**src/rtl/fp32_multiplier_seq.sv**
```systemverilog
// Sequential IEEE-754 single-precision multiplier: shift-add mantissa product
// (one bit per clock), then normalise and pack, behind a start/busy/done handshake.
module fp32_multiplier_seq #(
  parameter int MANT_W = 24,
  parameter int BIAS   = 127
) (
  input  logic        clk,
  input  logic        rst_n,
  input  logic        start,
  input  logic [31:0] a,
  input  logic [31:0] b,
  output logic        busy,
  output logic        done,
  output logic [31:0] product,
  output logic        over_under
);

  localparam int PW = 2 * MANT_W;
  localparam int CW = $clog2(MANT_W);
  localparam logic [CW-1:0] CNT_LAST = CW'(MANT_W - 1);

  typedef enum logic [2:0] {S_IDLE, S_UNPACK, S_MUL, S_NORM, S_PACK} state_t;

  state_t             state_q, state_d;
  logic [31:0]        a_q, a_d, b_q, b_d;
  logic               sign_q, sign_d;
  logic [7:0]         ea_q, ea_d, eb_q, eb_d;
  logic [PW-1:0]      ma_q, ma_d;
  logic [MANT_W-1:0]  mb_q, mb_d;
  logic [PW-1:0]      acc_q, acc_d;
  logic [CW-1:0]      cnt_q, cnt_d;
  logic signed [9:0]  e_q, e_d;
  logic               zero_q, zero_d;
  logic               special_q, special_d;
  logic [31:0]        product_q, product_d;
  logic               ou_q, ou_d;
  logic               done_q, done_d;
  logic               busy_q, busy_d;

  always_comb begin
    state_d   = state_q;
    a_d       = a_q;
    b_d       = b_q;
    sign_d    = sign_q;
    ea_d      = ea_q;
    eb_d      = eb_q;
    ma_d      = ma_q;
    mb_d      = mb_q;
    acc_d     = acc_q;
    cnt_d     = cnt_q;
    e_d       = e_q;
    zero_d    = zero_q;
    special_d = special_q;
    product_d = product_q;
    ou_d      = ou_q;
    done_d    = 1'b0;
    busy_d    = busy_q;

    case (state_q)
      S_IDLE: begin
        if (start) begin
          a_d     = a;
          b_d     = b;
          busy_d  = 1'b1;
          state_d = S_UNPACK;
        end
      end

      S_UNPACK: begin
        // Denormals carry a zero hidden bit and an effective exponent of 1.
        sign_d    = a_q[31] ^ b_q[31];
        ea_d      = (a_q[30:23] == 8'h00) ? 8'd1 : a_q[30:23];
        eb_d      = (b_q[30:23] == 8'h00) ? 8'd1 : b_q[30:23];
        ma_d      = PW'({a_q[30:23] != 8'h00, a_q[22:0]});
        mb_d      = MANT_W'({b_q[30:23] != 8'h00, b_q[22:0]});
        zero_d    = (a_q[30:0] == 31'h0) || (b_q[30:0] == 31'h0);
        special_d = (a_q[30:23] == 8'hFF) || (b_q[30:23] == 8'hFF);
        acc_d     = '0;
        cnt_d     = '0;
        state_d   = S_MUL;
      end

      S_MUL: begin
        // ma_q is pre-shifted each cycle, so it always equals mant_a << cnt.
        if (mb_q[0]) begin
          acc_d = acc_q + ma_q;
        end
        ma_d  = ma_q << 1;
        mb_d  = mb_q >> 1;
        cnt_d = cnt_q + CW'(1);
        if (cnt_q == CNT_LAST) begin
          e_d     = $signed({2'b00, ea_q}) + $signed({2'b00, eb_q}) - 10'(BIAS);
          state_d = S_NORM;
        end
      end

      S_NORM: begin
        if (special_q || zero_q) begin
          state_d = S_PACK;
        end else if (acc_q[PW-1]) begin
          acc_d   = acc_q >> 1;
          e_d     = e_q + 10'sd1;
          state_d = S_PACK;
        end else if (!acc_q[PW-2] && (e_q > 10'sd1)) begin
          acc_d = acc_q << 1;
          e_d   = e_q - 10'sd1;
        end else begin
          state_d = S_PACK;
        end
      end

      S_PACK: begin
        // Truncating rounding: everything below the 23 kept fraction bits is dropped.
        if (special_q) begin
          product_d = {sign_q, 8'hFF, 23'h0};
          ou_d      = 1'b1;
        end else if (zero_q) begin
          product_d = {sign_q, 31'h0};
          ou_d      = 1'b0;
        end else if (e_q > 10'sd254) begin
          product_d = {sign_q, 8'hFF, 23'h0};
          ou_d      = 1'b1;
        end else if (e_q < 10'sd1) begin
          product_d = {sign_q, 31'h0};
          ou_d      = 1'b1;
        end else if (!acc_q[PW-2]) begin
          product_d = {sign_q, 8'h00, acc_q[PW-3 -: 23]};
          ou_d      = 1'b0;
        end else begin
          product_d = {sign_q, e_q[7:0], acc_q[PW-3 -: 23]};
          ou_d      = 1'b0;
        end
        done_d  = 1'b1;
        busy_d  = 1'b0;
        state_d = S_IDLE;
      end

      default: state_d = S_IDLE;
    endcase
  end

  always_ff @(posedge clk or negedge rst_n) begin
    if (!rst_n) begin
      state_q   <= S_IDLE;
      a_q       <= '0;
      b_q       <= '0;
      sign_q    <= 1'b0;
      ea_q      <= '0;
      eb_q      <= '0;
      ma_q      <= '0;
      mb_q      <= '0;
      acc_q     <= '0;
      cnt_q     <= '0;
      e_q       <= '0;
      zero_q    <= 1'b0;
      special_q <= 1'b0;
      product_q <= '0;
      ou_q      <= 1'b0;
      done_q    <= 1'b0;
      busy_q    <= 1'b0;
    end else begin
      state_q   <= state_d;
      a_q       <= a_d;
      b_q       <= b_d;
      sign_q    <= sign_d;
      ea_q      <= ea_d;
      eb_q      <= eb_d;
      ma_q      <= ma_d;
      mb_q      <= mb_d;
      acc_q     <= acc_d;
      cnt_q     <= cnt_d;
      e_q       <= e_d;
      zero_q    <= zero_d;
      special_q <= special_d;
      product_q <= product_d;
      ou_q      <= ou_d;
      done_q    <= done_d;
      busy_q    <= busy_d;
    end
  end

  assign busy       = busy_q;
  assign done       = done_q;
  assign product    = product_q;
  assign over_under = ou_q;

endmodule

```
**config.mk**
```make
export PLATFORM = sky130hd
export DESIGN_NAME = fp32_multiplier_seq
export DESIGN_NICKNAME = d
export VERILOG_FILES = /design/src/rtl/fp32_multiplier_seq.sv
export SDC_FILE = /design/constraint.sdc
export NUM_CORES = 1
export LEC_CHECK = 0
export ABC_AREA = 0
export CAP_MARGIN = 0
export CORE_MARGIN = 4
export CORE_UTILIZATION = 55
export CTS_CLUSTER_DIAMETER = 50
export DETAILED_ROUTE_END_ITERATION = 10
export PLACE_DENSITY = 0.83
export SETUP_SLACK_MARGIN = 0.05
export SLEW_MARGIN = 30
export SYNTH_ARGS = -nofsm -noshare
export SYNTH_HDL_FRONTEND = slang
export SYNTH_SLANG_ARGS = --single-unit
```
**constraint.sdc**
```tcl
create_clock -name clk -period 7.2 [get_ports clk]
set_input_delay 1.44 -clock clk [delete_from_list [all_inputs] [get_ports clk]]
set_output_delay 1.44 -clock clk [all_outputs]
set_load 0.05 [all_outputs]
```
== Word level (Yosys, flattened, before mapping) ==
Index checks and enable logic that the tools add are counted.

* Flip-flop bits (word level): 256
* Input port bits: 67
* Output and inout port bits: 35
* Word-level logic and storage cells: 96

* $add $sub $neg: 6
* $lt $le $gt $ge: 3
* Equal/unequal tests: 13
* Multiplexer cells: 33
* Bitwise operators: 1
* Reduce and logical (&&, ||, !) cells: 22

{| class="wikitable"
|+ Operators with widths
! cell !! number
|-
| two-way mux 48 bit || 4
|-
| two-way mux 31 bit || 5
|-
| case mux 48 bit (3 select lines) || 1
|-
| case mux 48 bit (2 select lines) || 1
|-
| logical NOT 31 bit || 2
|-
| adder 48 bit || 1
|-
| case mux 24 bit (2 select lines) || 1
|-
| two-way mux 10 bit || 4
|-
| case mux 10 bit (2 select lines) || 1
|-
| == test 8 bit, second input constant || 2
|-
| logical NOT 8 bit || 2
|-
| two-way mux 8 bit || 2
|-
| nonzero test 8 bit || 2
|-
| two-way mux 3 bit || 5
|-
| case mux 3 bit (4 select lines) || 1
|-
| adder 10 x 2 -> 10 bit, second input constant || 1
|-
| > comparator 10 x 2 -> 1 bit, second input constant || 1
|-
| > comparator 10 x 9 -> 1 bit, second input constant || 1
|-
| less-than comparator 10 x 2 -> 1 bit, second input constant || 1
|-
| case mux 5 bit (2 select lines) || 1
|-
| subtractor 10 x 2 -> 10 bit, second input constant || 1
|-
| subtractor 9 x 7 -> 10 bit, second input constant || 1
|-
| adder 8 x 8 -> 9 bit || 1
|-
| inequality test 2 bit, second input constant || 4
|-
| 19 further kinds || 32
|}

== Longest topological paths before layout ==
Gate-level depths: netlist of run 1.

* Depth in word-level cells: 6
* Mapped depth: 13

== Least setup slack after synthesis of run 1 ==
No wires, ideal clock.

* Path kind: input-to-reg
* Start: input port start
* End: register a_q[0]
* Library setup time: 0.125 ns
* Data arrival time: 2.758 ns
* Slack: 4.317 ns
* Stages on the path: 4
* Cells stage by stage: nor4b_1 -> clkbuf_1 -> clkbuf_1 -> mux2_2

* Longest elaborated chain between the ends: 1

{| class="wikitable"
|+ RTL lines
! what !! line !! RTL
|-
| start, declared || 9 || <nowiki>input logic start,</nowiki>
|-
| AND reduction 2 bit (no line) || n/a ||
|-
| end signal, assigned || 145 || <nowiki>a_q <= '0;</nowiki>
|-
| end signal, assigned || 163 || <nowiki>a_q <= a_d;</nowiki>
|-
| end, declared || 25 || <nowiki>logic [31:0] a_q, a_d, b_q, b_d;</nowiki>
|}

Every way passes these cells.
A chain may end at the register's enable or synchronous reset.

== Worst setup path after layout of run 1 ==
* Start: register e_q[6]
* End: register acc_q[41]

* Longest elaborated chain between the ends: 4

{| class="wikitable"
|+ RTL lines
! what !! line !! RTL
|-
| start, declared || 32 || <nowiki>logic signed [9:0] e_q, e_d;</nowiki>
|-
| start signal, assigned || 154 || <nowiki>e_q <= '0;</nowiki>
|-
| start signal, assigned || 172 || <nowiki>e_q <= e_d;</nowiki>
|-
| > comparator 10 x 2 -> 1 bit || 104 || <nowiki>end else if (!acc_q[PW-2] && (e_q > 10'sd1)) begin</nowiki>
|-
| logical AND 1 bit || 104 ||
|-
| inequality test 3 bit (no line) || n/a ||
|-
| AND reduction 4 bit (no line) || n/a ||
|-
| end signal, assigned || 152 || <nowiki>acc_q <= '0;</nowiki>
|-
| end signal, assigned || 170 || <nowiki>acc_q <= acc_d;</nowiki>
|-
| end, declared || 30 || <nowiki>logic [PW-1:0] acc_q, acc_d;</nowiki>
|}

Every way passes these cells.

==> results of run 1 <==
-- registers in the layout (all words and copies together) (netlist names) --
register / cells
eb_q: 8
product: 32
mb_q: 24
over_under: 1
special_q: 1
a_q: 32
sign_q: 1
state_q: 3
e_q: 10
zero_q: 1
acc_q: 48
done: 1
cnt_q: 5
ma_q: 48
b_q: 32
ea_q: 8
busy: 1
-- power by group through the flow --
stage / Clock [mW] / Sequential [mW] / Combinational [mW]
floorplan: 0 / 2.42 / 2.22
global placement: 0 / 2.50 / 2.82
detailed placement: 0 / 2.53 / 2.93
CTS: 1.56 / 2.51 / 2.95
global route: 1.62 / 2.60 / 3.29
finish: 1.53 / 2.52 / 2.97
-- per-stage QoR --
step	hold WS (ns)	util [%]	power, mW	instances	setup slack, ns
3_5_place_dp	0.4631	61.03	5.455	1859	3.645
5_1_grt	0.5093	65.11	7.513	1915	3.397
4_1_cts	0.4827	65.06	7.027	1915	3.648
3_3_place_gp	0.4589	61.03	5.321	1859	3.759
2_1_floorplan	0.4460	-	4.644	1514	4.317
6_report	0.4769	65.11	7.026	1915	3.620
-- cell families after synthesis --
kind of cell             share of synthesized area [%]
XOR/XNOR                                         2.815
AO/OA/AOI/OAI                                    23.15
AND/OR/NAND/NOR                                  14.38
flip-flops                                       44.76
buffers and inverters                            3.514
multiplexers                                     5.253
adder cells (fa/ha/maj)                          6.136
-- synthesized netlist by cell type, drive strengths merged, types with 5 or more instances --
library cell and count:
dfrtp 256, nand2 255, o21ai 113, a21oi 98, clkbuf 80, a22oi 76, a22o 69, ha 67
mux2 65, nor2 64, and3 29, inv 28, a21o 25, xnor2 23, xor2 23, nor3 22
buf 20, nand3 20, o22ai 20, nand4 17, a31oi 12, nor4 12, a211oi 10, o21bai 9
o211ai 8, o31ai 8, o21a 7, nand2b 6, and2 5, or2 5
-- worst paths after layout --
| path | endpoint | slack (ns) |
|---|---|---|
| max | acc_q[41] | 3.62 |
| min | product[30] | 0.48 |
| max reg2reg | acc_q[41] | 3.62 |
| min reg2reg | product[30] | 0.48 |
| max in group asynchronous | a_q[13] | 5.02 |
| min in group asynchronous | product[25] | 0.92 |
-- area by class of cell --
type	count	area share (%)
inverter	28	0.6355
multi-input combinational	1130	45.07
clock inverter	15	1.044
tap	330	2.497
clock buffer	41	5.152
timing repair buffer	115	6.855
sequential	256	38.75
-- worst register-to-register path, delay by kind of cell, from the launching register on --
family | cells | cell delay (ns)
DFF | 1 | 0.45
and+or+nand+nor | 5 | 1.07
buffers and inverters | 3 | 1.16
AOI/OAI and AO/OA | 4 | 0.78
-- routing by layer --
metal  up-vias  wire length, µm
met2       412            16480
li1       5626                -
met1      5847            15640
met5         -                0
met4         0              685
met3        61             2349
==> metrics, run 1 <==
post_cts resized=0; fmax=279.3 MHz; synth top area cells=dfrtp_1 (45%), nand2_1 (6.7%), ha_1 (5.9%); worst endpoint required time=between 7 and 8 ns; Synth Net Count=around 1700; post-synthesis async set-or-reset flop share=100.0%; count of cell types in the netlist=between 70 and 80; Residual DRC=0; R2R Path Start=e_q[6]; initial core utilization=between 50 and 60%; Post-Synthesis Cells=about 1500; Reg clk slew, reported paths=roughly 0.060 ns; final slew viol count=0; clock tree buffer depth=3; crit path max fanout=53; setup TNS=0 ns; Worst Path Buf+Inv=3; Worst Skew=just over 0.03 ns; initial antenna violation count=0; routed via count=roughly 12000; GRT met2 Usage=38.86%; Worst path most repeated cell=buf_4; vias in the first global route=approximately 12000; crit path time final=3.580 ns; Worst VDD drop=~0.00027 V; largest area contributor in the netlist=dfrtp_1; Top Usage Layer GRT=met2; Crit path depth=12; Worst Hold Class=reg -> reg; hold-fix buffers at CTS=0; Max-Cap Viols=0; postcts setup bufs=0; register area=~6400 µm²; final setup vio count=0; row count=58; Slew HR=a little over two fifths; Int Power=about 4.1 mW; #FFs+latches synth=approximately 260; Avg WL per Cell=18.36 µm; GR Layer Usage met3=roughly 3.4%; Sink Count=256; clock power share=a little over a fifth; commonest cells after routing, fill and taps aside=nand2_1 (255), dfrtp_1 (255), o21ai_0 (109); EDFF count, synth=0; GRT met1 Usage=34.40%; CP max stage cell=or4_1; unrepaired setup endpoints after global routing=false; fraction of layout cells with a size suffix above 1=9.968%; Die Ht=between 150 and 200 µm; Net Sw Frac=a little over two fifths; DRT Pass-1 Iters=5; Post-DRT Antenna Nets=0; vias per cell=around 6.2; worst endpoint data arrival time=roughly 4.0 ns; Worst setup EP type=flop; H-Tree Depth=1; dpl cell area=approximately 16000 µm²; final worst path period share=approximately 50%; CP Launch Type=flop; Leak=between 7 and 8 nW; Synth top area share=about 45%; outcome=completed; # fillers=about 2000; post-route design area=16540 µm²; proportion of power drawn by flip-flops and latches=between 30 and 40%; YS warnings=0; Worst-Skew Late Latency=just under 0.6 ns; CP peak stage delay=between 0.5 and 0.6 ns; Syn-to-layout area delta=15.53%; CP startpoint=e_q[6]; Post-Route WL=between 30000 and 40000 µm; grt ovf=0; Mapped Avg Cell Area=roughly 9.5 µm²; Hold Path Depth=2; CTS tree=yes; switching power of the nets=between 2 and 3 mW; antenna diode count=0; classification of the worst setup path=reg -> reg; main flop type after synthesis=dfrtp_1; sequential-to-total area share from yosys stat=between 40 and 50%; first-pass GRT wire length=58330 µm; largest net degree at the start of global routing=roughly 160; core area=25400 µm²; Die ar.=approximately 29000 µm²; Worst Max-Slew Pin Slew=around 0.85 ns; R2R depth=12; Detailed Route Iter0 Violations=850; Post-Synthesis Cell Area=roughly 14000 µm²; area of the multi-input gates=roughly 7500 µm²; hold_sp=product[30]; combinational share of power=a little over two fifths; critical path's top delay family=buffers and inverters; CP cell instances=or4_1 -> nor2_1 -> o211a_1 -> nor3_4 -> buf_4 -> o31ai_4 -> buf_4 -> or2_0 -> buf_4 -> nor3_1 -> a221oi_2 -> o311ai_1; Hold Violations, Final=0; io pins=102; Root Driver=clkbuf_16; I/O Buffers=about 100; overall routing resource usage=between 20% and 30%; routability cong.=0.9270; nets@finish=1697; Inserted Clock Buffers=30; post-DP HPWL=between 20000 and 25000 µm; Die Span X=around 170 µm; Pwr Density=~420 nW/µm²
No activity file was read; power rests on OpenSTA's default activity.
==> run 2, diff against run 1 <==
--- a/config.mk
+++ b/config.mk
@@ -8,10 +8,10 @@
 export ABC_AREA = 0
 export CAP_MARGIN = 0
 export CORE_MARGIN = 4
-export CORE_UTILIZATION = 55
+export CORE_UTILIZATION = 54
 export CTS_CLUSTER_DIAMETER = 50
 export DETAILED_ROUTE_END_ITERATION = 10
-export PLACE_DENSITY = 0.83
+export PLACE_DENSITY = 0.85
 export SETUP_SLACK_MARGIN = 0.05
 export SLEW_MARGIN = 30
 export SYNTH_ARGS = -nofsm -noshare
==> constraint.sdc (replaced) <==
create_clock -name clk -period 2.9 [get_ports clk]
set_input_delay 0.58 -clock clk [delete_from_list [all_inputs] [get_ports clk]]
set_output_delay 0.58 -clock clk [all_outputs]
set_load 0.05 [all_outputs]
==> run 2 against run 1 <==
Compared with the run above: the run now ends with negative hold slack, negative setup slack left; design area rose by 6.6%; largest power group unchanged; via count rose by 5.5%; critical endpoint is now acc_q[47]; clock power rose by 140%; die area rose by 1.8%; routed wire length rose by 11%; first-iteration DRC count rose by 11%; highest routed layer unchanged; hold slack got worse by 0.49 ns; combinational power rose to 2.9 times the previous value; core utilization rose by 2.5 points.
==> metrics, run 2 (same netlist as run 1, synthesis figures left out) <==
outcome=complete, but fails checks (was completed); failing checks=negative hold slack, negative setup slack; CTS tree=yes (unchanged); Max-Cap Viols=0 (unchanged); routed via count=12610 (was 11950); CP max stage cell=dfrtp_1 (was or4_1); Post-Route WL=39180 µm (was 35160 µm); Sink Count=256 (unchanged); Worst-Skew Late Latency=0.58 ns (about the same); GR Layer Usage met3=3.812% (was 3.424%); GRT met2 Usage=45.56% (was 38.86%); nets@finish=1809 (was 1697); post-DP HPWL=26660 µm (was 23810 µm); final setup vio count=1 (was 0); initial antenna violation count=0 (unchanged); first-pass GRT wire length=64450 µm (was 58330 µm); CP Launch Type=flop (unchanged); Leak=8.133 nW (was 7.560 nW); fin cells=2032 (was 1915); Worst setup EP type=flop (unchanged); unrepaired setup endpoints after global routing=true (was false); Worst Path Buf+Inv=0 (was 3); worst endpoint data arrival time=3.34 ns (was 4.01 ns); crit path max fanout=3 (was 53); Hold Violations, Final=3 (was 0); classification of the worst setup path=reg -> reg (unchanged); io pins=102 (unchanged); row count=59 (was 58); grt ovf=0 (unchanged); CP peak stage delay=0.43 ns (was 0.58 ns); # fillers=1896 (was 1996); Placed Instances=1965 (was 1859); overall routing resource usage=26.44% (was 24.02%); hold-fix buffers at CTS=0 (unchanged); setup TNS=-0.005197 ns (was 0 ns); Inserted Clock Buffers=30 (unchanged); Reg clk slew, reported paths=0.06 ns (about the same); Syn-to-layout area delta=23.16% (was 15.53%); Detailed Route Iter0 Violations=944 (was 850); Die Span X=170.8 µm (was 169.3 µm); Hold WS=-0.008560 ns (was 0.4769 ns); DRT Pass-1 Iters=6 (was 5); setup slack at placement=-0.1447 ns (was 3.645 ns); critical path's top delay family=compound AO/OA/AOI/OAI gates (was buffers and inverters); vias in the first global route=12810 (was 11720); CP cell instances=ha_4 -> a211oi_4 -> o21ai_2 -> o211ai_1 -> a31oi_2 -> o2111ai_2 -> a21oi_2 -> or4_1 -> and3_1 -> a211o_1 (was or4_1 -> nor2_1 -> o211a_1 -> nor3_4 -> buf_4 -> o31ai_4 -> buf_4 -> or2_0 -> buf_4 -> nor3_1 -> a221oi_2 -> o311ai_1); Slew HR=49.39% (was 43.37%); Pwr Density=1058 nW/µm² (was 424.9 nW/µm²); largest net degree at the start of global routing=79 (was 156); Worst VDD drop=0.0006860 V (was 0.0002699 V); fraction of layout cells with a size suffix above 1=17.86% (was 9.968%); fmax=344.2 MHz (was 279.3 MHz); Worst Hold Class=in -> async (was reg -> reg); Worst Max-Slew Pin Slew=0.7566 ns (was 0.8495 ns); Residual DRC=0 (unchanged); crit path time final=2.905 ns (was 3.580 ns); commonest cells after routing, fill and taps aside=nand2_1 (255), dfrtp_1 (255), buf_4 (118) (was nand2_1 (255), dfrtp_1 (255), o21ai_0 (109)); Top Usage Layer GRT=met2 (unchanged); clock tree buffer depth=3 (unchanged); routability cong.=0.9401 (was 0.9270); Post-DRT Antenna Nets=0 (unchanged); antenna diode count=0 (unchanged); Root Driver=clkbuf_16 (unchanged); final worst path period share=100.2% (was 49.72%); final slew viol count=0 (unchanged); GRT met1 Usage=35.36% (was 34.40%); Die Ht=170.8 µm (was 169.3 µm); worst endpoint required time=3.34 ns (was 7.63 ns); Die ar.=29180 µm² (was 28670 µm²); top flop regs=acc_q (48), ma_q (48) (unchanged); worst setup margin=-0.005197 ns (was 3.620 ns); Worst Skew=0.02834 ns (was 0.03021 ns); I/O Buffers=101 (unchanged); core area=26060 µm² (was 25400 µm²); vias per cell=6.203 (was 6.238); Avg WL per Cell=19.28 µm (was 18.36 µm); H-Tree Depth=1 (unchanged); initial core utilization=54.93% (was 56.35%)
run 2: per-layer routing:
layer | vias to the layer above | wire length (µm)
met5 | - | 0
met4 | 0 | 1103
met3 | 111 | 2315
met2 | 496 | 19180
met1 | 6157 | 16580
li1 | 5841 | -
run 2: path summary, 6_finish.rpt:
| path | start | endpoint | slack, ns | cells after the start |
|---|---|---|---|---|
| min in group clk | busy | busy | 0.48 | 1 |
| max | ma_q[1] | acc_q[47] | -0.005 | 10 |
| min | rst_n | done | -0.009 | 1 |
| min reg2reg | busy | busy | 0.48 | 1 |
| max reg2reg | ma_q[1] | acc_q[47] | -0.005 | 10 |
| max in group asynchronous | rst_n | e_q[4] | 2.16 | 2 |
run 2: where the power goes:
group / switching (mW) / internal [mW]
Sequential: 1.26 / 4.91
Combinational: 5.04 / 3.71
Clock: 1.62 / 2.11
run 2: cell type report:
cell class | count | area [µm²] | share of cell area, %
multi-input cells | 1130 | 7647 | 43.38
flip-flops and latches | 256 | 6407 | 36.34
repair buffers | 227 | 2048 | 11.62
clock buffers | 35 | 799.5 | 4.535
well taps | 335 | 419.2 | 2.378
clock inverters | 21 | 202.7 | 1.150
inverters | 28 | 105.1 | 0.5962
run 2: worst register-to-register path, stage by stage, from the launching register on:
cell and delay (ns):
dfrtp_1 0.43, ha_4 0.27, a211oi_4 0.26, o21ai_2 0.11
o211ai_1 0.28, a31oi_2 0.20, o2111ai_2 0.28, a21oi_2 0.10
or4_1 0.41, and3_1 0.18, a211o_1 0.24
run 2: timing repair:
item,CTS,global route
setup buffers,8,4
pin swaps,15,18
gates cloned,0,0
resized for setup,13,32
setup endpoints to repair,7,25
run 2: through the flow:
step | power [mW] | util [%] | area, µm²
after CTS | 18.42 | 67.06 | 17470
after floorplan | 11.53 | - | 14310
after global routing | 19.85 | 67.65 | 17630
after detailed placement | 14.49 | 62.68 | 16330
after global placement | 14.13 | 62.66 | 16330
final | 18.66 | 67.65 | 17630
